==> config.mk <==
export PLATFORM = sky130hd
export DESIGN_NAME = t5_wbarb_flat
export DESIGN_NICKNAME = d
export VERILOG_FILES = /design/src/rtl/t5_wbarb_if.sv /design/src/rtl/t5_wbarb.sv /design/src/flat_wrapper.sv
export SDC_FILE = /design/constraint.sdc
export NUM_CORES = 1
export LEC_CHECK = 0
export CAP_MARGIN = 10
export CORE_AREA = 4 4 117 119
export CTS_CLUSTER_SIZE = 14
export DETAILED_ROUTE_END_ITERATION = 12
export DIE_AREA = 0 0 121 123
export DONT_BUFFER_PORTS = 1
export SYNTH_ARGS = -nofsm -noshare
export SYNTH_HDL_FRONTEND = slang
export SYNTH_SLANG_ARGS = --single-unit
==> constraint.sdc <==
create_clock -name sys_clk -period 1.9 [get_ports sys_clk]
set_clock_uncertainty 0.1 [all_clocks]
set_input_delay 0.285 -clock sys_clk [delete_from_list [all_inputs] [get_ports sys_clk]]
set_output_delay 0.285 -clock sys_clk [all_outputs]
set_load 0.005 [all_outputs]
==> src/rtl/t5_wbarb_if.sv <==
// ---------------------------------------------------------------------------
// t5_wbarb_if
// Wishbone-style bus bundle for the t5_rv32i fetch, data and memory buses.
//   adr  [31:2]  word address              (master -> slave)
//   dto  XLEN    write data                (master -> slave)
//   sel  4       byte selects              (master -> slave)
//   stb  1       request, held until ack   (master -> slave)
//   wre  1       1 = write, 0 = read       (master -> slave)
//   ack  1       transfer acknowledge      (slave -> master)
//   dti  XLEN    read data                 (slave -> master)
// ---------------------------------------------------------------------------
interface t5_wbarb_if #(
    parameter int XLEN = 32
);
    logic [31:2]     adr;
    logic [XLEN-1:0] dto;
    logic [XLEN-1:0] dti;
    logic [3:0]      sel;
    logic            stb;
    logic            wre;
    logic            ack;

    modport master (output adr, dto, sel, stb, wre, input ack, dti);
    modport slave  (input adr, dto, sel, stb, wre, output ack, dti);
endinterface

==> src/rtl/t5_wbarb.sv <==
// ---------------------------------------------------------------------------
// t5_wbarb
// Round-robin arbiter merging the instruction-fetch bus and the data bus of
// t5_rv32i onto one shared memory bus, with a per-transfer watchdog.
//   sys_clk  in   clock, rising edge
//   sys_rst  in   asynchronous active-high reset
//   iwb      slave  fetch bus (wre and dto are ignored: fetch always reads)
//   dwb      slave  data bus
//   mwb      master shared memory bus
//   bus_err  out  one-cycle pulse when the watchdog terminates a transfer
// The watchdog fires in the 2^TMOW-th granted cycle without mwb ack.
// ---------------------------------------------------------------------------
module t5_wbarb #(
    parameter int XLEN = 32,
    parameter int TMOW = 8
) (
    input  logic        sys_clk,
    input  logic        sys_rst,
    t5_wbarb_if.slave   iwb,
    t5_wbarb_if.slave   dwb,
    t5_wbarb_if.master  mwb,
    output logic        bus_err
);

    typedef enum logic [1:0] {IDLE, GNT_I, GNT_D} state_t;

    localparam logic [TMOW-1:0] TMO_ONE = TMOW'(1);

    state_t          state_reg, state_next;
    logic            last_d_reg, last_d_next;   // 1 = data master was granted last
    logic [TMOW-1:0] tmo_reg, tmo_next;
    logic            timeout;
    logic            xfer_done;

    // Fetch bus never writes; its write-side signals are deliberately dropped.
    logic unused_bits;
    assign unused_bits = ^{iwb.wre, iwb.dto};

    always_ff @(posedge sys_clk or posedge sys_rst) begin
        if (sys_rst) begin
            state_reg  <= IDLE;
            last_d_reg <= 1'b0;
            tmo_reg    <= '0;
        end else begin
            state_reg  <= state_next;
            last_d_reg <= last_d_next;
            tmo_reg    <= tmo_next;
        end
    end

    always_comb begin
        state_next  = state_reg;
        last_d_next = last_d_reg;
        tmo_next    = '0;
        mwb.adr     = '0;
        mwb.sel     = '0;
        mwb.stb     = 1'b0;
        mwb.wre     = 1'b0;
        mwb.dto     = '0;
        iwb.ack     = 1'b0;
        dwb.ack     = 1'b0;
        bus_err     = 1'b0;

        // A real ack in the last watchdog cycle takes precedence over timeout.
        timeout   = (state_reg != IDLE) && (tmo_reg == '1) && !mwb.ack;
        xfer_done = mwb.ack || timeout;

        // Read data is broadcast; it is zeroed only for a forced (timeout) ack.
        iwb.dti = timeout ? '0 : mwb.dti;
        dwb.dti = timeout ? '0 : mwb.dti;

        case (state_reg)
            IDLE: begin
                if (iwb.stb && dwb.stb) begin
                    state_next = last_d_reg ? GNT_I : GNT_D;
                end else if (iwb.stb) begin
                    state_next = GNT_I;
                end else if (dwb.stb) begin
                    state_next = GNT_D;
                end
            end
            GNT_I: begin
                mwb.adr = iwb.adr;
                mwb.sel = iwb.sel;
                mwb.stb = iwb.stb;
                iwb.ack = xfer_done;
                bus_err = timeout;
                if (xfer_done) begin
                    last_d_next = 1'b0;
                    state_next  = dwb.stb ? GNT_D : IDLE;
                end else begin
                    tmo_next = tmo_reg + TMO_ONE;
                end
            end
            GNT_D: begin
                mwb.adr = dwb.adr;
                mwb.sel = dwb.sel;
                mwb.stb = dwb.stb;
                mwb.wre = dwb.wre;
                mwb.dto = dwb.dto;
                dwb.ack = xfer_done;
                bus_err = timeout;
                if (xfer_done) begin
                    last_d_next = 1'b1;
                    state_next  = iwb.stb ? GNT_I : IDLE;
                end else begin
                    tmo_next = tmo_reg + TMO_ONE;
                end
            end
            default: state_next = IDLE;
        endcase
    end

endmodule
==> src/flat_wrapper.sv <==
// flat-port wrapper written by rule: the top's interface ports become plain ports
module t5_wbarb_flat 
#(
    parameter int XLEN = 32,
    parameter int TMOW = 8
)
  (sys_clk, sys_rst, bus_err, iwb_adr, iwb_dto, iwb_sel, iwb_stb, iwb_wre, iwb_ack, iwb_dti, dwb_adr, dwb_dto, dwb_sel, dwb_stb, dwb_wre, dwb_ack, dwb_dti, mwb_adr, mwb_dto, mwb_sel, mwb_stb, mwb_wre, mwb_ack, mwb_dti);
  t5_wbarb_if #(.XLEN(XLEN)) iwb_i ();
  t5_wbarb_if #(.XLEN(XLEN)) dwb_i ();
  t5_wbarb_if #(.XLEN(XLEN)) mwb_i ();
  input  logic sys_clk;
  input  logic sys_rst;
  output logic bus_err;
  input wire logic [$bits(iwb_i.adr)-1:0] iwb_adr;
  input wire logic [$bits(iwb_i.dto)-1:0] iwb_dto;
  input wire logic [$bits(iwb_i.sel)-1:0] iwb_sel;
  input wire logic [$bits(iwb_i.stb)-1:0] iwb_stb;
  input wire logic [$bits(iwb_i.wre)-1:0] iwb_wre;
  output wire logic [$bits(iwb_i.ack)-1:0] iwb_ack;
  output wire logic [$bits(iwb_i.dti)-1:0] iwb_dti;
  input wire logic [$bits(dwb_i.adr)-1:0] dwb_adr;
  input wire logic [$bits(dwb_i.dto)-1:0] dwb_dto;
  input wire logic [$bits(dwb_i.sel)-1:0] dwb_sel;
  input wire logic [$bits(dwb_i.stb)-1:0] dwb_stb;
  input wire logic [$bits(dwb_i.wre)-1:0] dwb_wre;
  output wire logic [$bits(dwb_i.ack)-1:0] dwb_ack;
  output wire logic [$bits(dwb_i.dti)-1:0] dwb_dti;
  output wire logic [$bits(mwb_i.adr)-1:0] mwb_adr;
  output wire logic [$bits(mwb_i.dto)-1:0] mwb_dto;
  output wire logic [$bits(mwb_i.sel)-1:0] mwb_sel;
  output wire logic [$bits(mwb_i.stb)-1:0] mwb_stb;
  output wire logic [$bits(mwb_i.wre)-1:0] mwb_wre;
  input wire logic [$bits(mwb_i.ack)-1:0] mwb_ack;
  input wire logic [$bits(mwb_i.dti)-1:0] mwb_dti;
  assign iwb_i.adr = iwb_adr;
  assign iwb_i.dto = iwb_dto;
  assign iwb_i.sel = iwb_sel;
  assign iwb_i.stb = iwb_stb;
  assign iwb_i.wre = iwb_wre;
  assign iwb_ack = iwb_i.ack;
  assign iwb_dti = iwb_i.dti;
  assign dwb_i.adr = dwb_adr;
  assign dwb_i.dto = dwb_dto;
  assign dwb_i.sel = dwb_sel;
  assign dwb_i.stb = dwb_stb;
  assign dwb_i.wre = dwb_wre;
  assign dwb_ack = dwb_i.ack;
  assign dwb_dti = dwb_i.dti;
  assign mwb_adr = mwb_i.adr;
  assign mwb_dto = mwb_i.dto;
  assign mwb_sel = mwb_i.sel;
  assign mwb_stb = mwb_i.stb;
  assign mwb_wre = mwb_i.wre;
  assign mwb_i.ack = mwb_ack;
  assign mwb_i.dti = mwb_dti;
  t5_wbarb #(.XLEN(XLEN), .TMOW(TMOW)) u_core (.sys_clk(sys_clk), .sys_rst(sys_rst), .iwb(iwb_i), .dwb(dwb_i), .mwb(mwb_i), .bus_err(bus_err));
endmodule
# Word-level counts from Yosys, hierarchy flattened
# Index checks and enable logic that the tools add are counted.
[totals] output_inout_bits=135 regBits=11 in_bits=171
[op_classes] n_mux=23 n_addsub=1 n_eq_ne=6 n_reduce_logical=11
[ops] cell="32-bit two-way mux" count=2
[ops] cell="30-bit case mux with 2 select lines" count=1
[ops] cell="8-bit two-way mux" count=2
[ops] cell="2-bit two-way mux" count=7
[ops] cell="8-bit by 1-bit adder with 8-bit output (second input constant)" count=1
[ops] cell="8-bit equality test (second input constant)" count=1
[ops] cell="4-bit case mux with 2 select lines" count=1
[ops] cell="1-bit two-way mux" count=7
[ops] cell="2-bit case mux with 3 select lines" count=1
[ops] cell="3-bit AND reduction" count=2
[ops] cell="2-bit by 1-bit inequality test with 1-bit output (second input constant)" count=2
[ops] cell="4-bit by 3-bit inequality test with 1-bit output (second input constant)" count=1
[ops] cell="1-bit case mux with 2 select lines" count=2
[ops] cell="2-bit nonzero test" count=2
[ops] cell="1-bit logical AND" count=3
[ops] cell="2-bit by 1-bit equality test with 1-bit output (second input constant)" count=1
[ops] cell="2-bit equality test (second input constant)" count=1
[ops] cell="2-bit logical NOT" count=1
[ops] cell="2-bit OR reduction" count=1
[ops] cell="1-bit logical NOT" count=1
[ops] cell="1-bit logical OR" count=1

# Longest topological paths before layout
# Gate-level depths: netlist of run 1.
[logic_depth] ltp_word=6 mapped_depth=7

# Least setup slack after synthesis of run 1
# No wires, ideal clock.
[synth_timing] kind="reg2out" startpoint="register u_core.tmo_reg[0]" endpoint="output iwb_dti[10]" required_time_ps=1515 arrival_time_ps=1687 path_stages_with_launch=8 slack_ps=-172 path_cell_list="dfrtp_1 -> ha_1 -> nand4_2 -> nor4b_4 -> and2b_2 -> buf_4 -> nor2b_1 -> buf_4"
[synth_via] elab_chain_len=4
[synth_rtl] element="from (decl)" line="t5_wbarb.sv:31" source="logic [TMOW-1:0] tmo_reg, tmo_next;"
[synth_rtl] element="from (signal assigned)" line="t5_wbarb.sv:47" source="tmo_reg <= tmo_next;"
[synth_rtl] element="8-bit equality test" line="t5_wbarb.sv:65" source="timeout = (state_reg != IDLE) && (tmo_reg == '1) && !mwb.ack;"
[synth_rtl] element="1-bit logical AND (2 in a row)" line="t5_wbarb.sv:65"
[synth_rtl] element="32-bit two-way mux"
[synth_rtl] element="to (decl)" line="flat_wrapper.sv:20" source="output wire logic [$bits(iwb_i.dti)-1:0] iwb_dti;"
# Every way passes these cells.

# Worst setup path after layout of run 1
[layout_timing] startpoint="register u_core.state_reg[1]" endpoint="output iwb_dti[6]"
[layout_via] elab_chain_len=4
[layout_rtl] element="from (decl)" line="t5_wbarb.sv:29" source="state_t state_reg, state_next;"
[layout_rtl] element="from (signal assigned)" line="t5_wbarb.sv:45" source="state_reg <= state_next;"
[layout_rtl] element="2-bit nonzero test" line="t5_wbarb.sv:65"
[layout_rtl] element="1-bit logical AND (2 in a row)" line="t5_wbarb.sv:65"
[layout_rtl] element="32-bit two-way mux"
# Every way passes these cells.

==> impl_results.md, run 1 <==
* CP max FO at 8
* Ports at 306
* Die Ht at 123 µm
* Initial antenna violation count at 2
* RSZ-0062 raised after global routing: true
* Routed vias at 1851
* Maxcap violations at 0
* Vias in the first global route at 1867
* Worst path bufs/invs at 3
* Clk slew on worst S/H paths at 40 ps
* Fin crit share at 1.12
* Synth Area in Compound Gates at 0.169
* Length of the first detailed-routing pass in iterations at 4
* Pwr Density at 1290 nW/µm²
* Worst setup path category: flip-flop to primary output
* Ys Warns at 0
* Largest register FFs at 8
* Status: finished, violations left
* Final net count at 429
* Gpl congestion at approximately 0.76
* Sequential fraction of the synthesis area at 0.148
* Post-DP HPWL at 6.40 mm
* Drt drc at 0
* First-pass GRT wire length at about 11 mm
* Non-filler cells, final at 425
* Bufs on Longest Clock Path at 2
* Hold Path Class: primary input to flip-flop
* Post-Synth XOR/XNOR Area at 0.0283
* Htree depth at 1
* Mux share of post-synthesis cell area at 0.00606
* Synth-to-Final Area Change at 54.0%
* Syn_area_per_cell at 7.40 µm²
* Pwr Total at approximately 3.7 mW
* Crit path DAT at 1740 ps
* CTS Sinks at 11
* Via density at 4.36
* Most frequent cells in the layout: nor2b_1 (42), a22oi_2 (32), and2_1 (32)
* Final hold vios at 0
* Final Util at 0.228
* Slowest cell on crit path: dfrtp_1
* Initial DRC count at 51
* Failing checks: negative setup slack
* PortBufs at 0
* Routed Antenna Nets at 0
* Setup WS post-layout at -225 ps
* Worst VDD drop at 0.358 mV
* Number of synthesized register bits at 11
* Final hold slack at approximately 170 ps
* Root Buffer: clkbuf_16
* Synth cell types at 29
* Largest net degree at the start of global routing at 37
* Commonest non-fill, non-tap cell in the layout: nor2b_1
* Fmax at roughly 470 MHz
* Cell row count at 41
* Mapped Area at 1860 µm²
* Final wirelength at 9.65 mm
* Post-placement cell count at 388
* Initial Utilization at 0.148
* Synthesized net count at 427
* Leak Pwr at around 1.1 nW
* Critical path's top delay family: simple AND/OR/NAND/NOR gates
* CTS tree: built
* Startpoint types: flip-flop
* Share of post-route cells with drive strength above 1 at 0.500
* Area of the die at 14900 µm²
* Fin crit period at 2130 ps
* Number of CTS-inserted buffers at 3
* Tot GR Track Use at 0.100
* Crit end category: primary output
* Fin. max-slew vios at 0
* Gr ovfl total at 0
* Simple-gate share of the synthesized area at 0.427
* Slowest Stage Delay on Critical Path at 350 ps
* Die width at 121 µm
* # setup viols final at just under 90
* Synthesized-area fraction occupied by adder cells at 0.0337
* Worst-margin pin slew at 459 ps
* Wirelength per Cell at 22.7 µm
* Largest family of logic cells by synthesized area: simple AND/OR/NAND/NOR gates
* Slew headroom at 0.694
* Core area at ~13000 µm²
* Synth Instances at between 200 and 300
* Latest clock arrival within the worst-skew pair at ~240 ps
* Data required, critical path at about 1500 ps
* Crit-path cells: inv_2 -> ha_2 -> nor4b_4 -> and2b_4 -> buf_12 -> clkbuf_16 -> nor2b_1
==> cell usage after synthesis <==
cell type / n / share of area
and2b_2: 1 / 0.0047
clkbuf_1: 15 / 0.030
nand3_1: 3 / 0.0081
and2_1: 34 / 0.11
buf_6: 1 / 0.0061
nand2_1: 2 / 0.0040
o32a_1: 1 / 0.0054
xor2_1: 2 / 0.0094
xnor2_1: 4 / 0.019
ha_1: 5 / 0.034
o21ai_0: 2 / 0.0054
and3_1: 1 / 0.0034
a21o_1: 1 / 0.0040
a21oi_1: 2 / 0.0054
dfrtp_1: 11 / 0.15
nor2b_1: 68 / 0.23
buf_1: 2 / 0.0040
o21a_1: 1 / 0.0040
nor2_1: 11 / 0.022
nor4b_4: 1 / 0.013
inv_1: 5 / 0.010
nor3_1: 2 / 0.0054
nand2b_1: 2 / 0.0067
a22oi_1: 35 / 0.14
buf_4: 34 / 0.14
nand4_2: 1 / 0.0067
o22ai_1: 1 / 0.0034
or3b_2: 2 / 0.0094
mux2_2: 1 / 0.0061
==> worst register-to-register path: cells and delay by family, from the launching register on <==
kind | cells | cell delay (ps)
AO/OA/AOI/OAI | 1 | 370
adder cells (fa/ha/maj) | 1 | 210
buffers and inverters | 4 | 450
AND/OR/NAND/NOR | 1 | 50
multiplexers | 1 | 300
flip-flops | 1 | 380
==> through the flow <==
step	setup TNS [ps]	instance area, µm²	worst slack [ps]
after global routing	-18840	2860	-308
final	-12000	2860	-225
after detailed placement	-29.2	1950	-9.09
after global placement	0	1950	19.4
after floorplan	-2120	1890	-73.3
after CTS	-14950	2380	-230
==> repair_timing <==
action,CTS,global route
hold buffers,1,0
cloned,5,8
setup buffers,9,14
pin swaps,3,14
resized for setup,31,71
endpoints found under the setup margin,108,120
endpoints found under the hold margin,11,0
==> logic make-up after synthesis <==
group                      count (synthesis)
and+or+nand+nor                          128
buffers and inverters                     57
AOI/OAI and AO/OA                         43
DFF                                       11
xor gates and xnor gates                   6
adders and majority gates                  5
muxes                                      1
==> path summary, 6_finish.rpt <==
kind                                            startpoint                               to  slack (ps)  cells after the start
setup / recovery           u_core.state_reg[1]$_DFFE_PP0P_                       iwb_dti[6]        -230                      7
hold / removal                                     mwb_ack      u_core.tmo_reg[1]$_DFF_PP0_         170                      2
setup reg to reg           u_core.state_reg[1]$_DFFE_PP0P_  u_core.state_reg[1]$_DFFE_PP0P_        -100                      8
hold reg to reg              u_core.last_d_reg$_DFFE_PP0P_    u_core.last_d_reg$_DFFE_PP0P_         410                      1
max in group asynchronous                          sys_rst      u_core.tmo_reg[3]$_DFF_PP0_         980                      2
min in group asynchronous                          sys_rst  u_core.state_reg[0]$_DFFE_PP0P_         400                      2
==> area by class of cell <==
| type | instances | area [µm²] |
|---|---|---|
| diodes | 1 | 2.50 |
| clock buffers | 4 | 78.8 |
| fillers | 1366 | 9710 |
| inverters | 5 | 18.8 |
| multi-input cells | 183 | 1600 |
| flip-flops and latches | 11 | 275 |
| well taps | 172 | 215 |
| repair buffers | 49 | 672 |
==> layer usage <==
metal / track usage / up-vias / share of wire
met5: 0 / - / 0.0013
met4: 0.0198 / 2 / 0.010
met3: 0.0311 / 9 / 0.11
met2: 0.198 / 195 / 0.54
met1: 0.103 / 840 / 0.33
li1: - / 805 / -
==> power breakdown <==
part | total, mW | internal, mW | switching, mW
combinational | 2.98 | 1.60 | 1.38
sequential | 0.318 | 0.281 | 0.0364
clock | 0.394 | 0.282 | 0.112
total | 3.69 | 2.17 | 1.53
No activity file was read; power rests on OpenSTA's default activity.
==> inputs of run 2 (changes only) <==
- CAP_MARGIN: 10 -> not set
==> results of run 2 <==
Same layout as run 1: the final DEF is identical, and so are final timing and power.
==> inputs of run 3 (changes only) <==
- CTS_CLUSTER_SIZE: 14 -> not set
==> results of run 3 <==
Same layout as run 1: the final DEF is identical, and so are final timing and power.
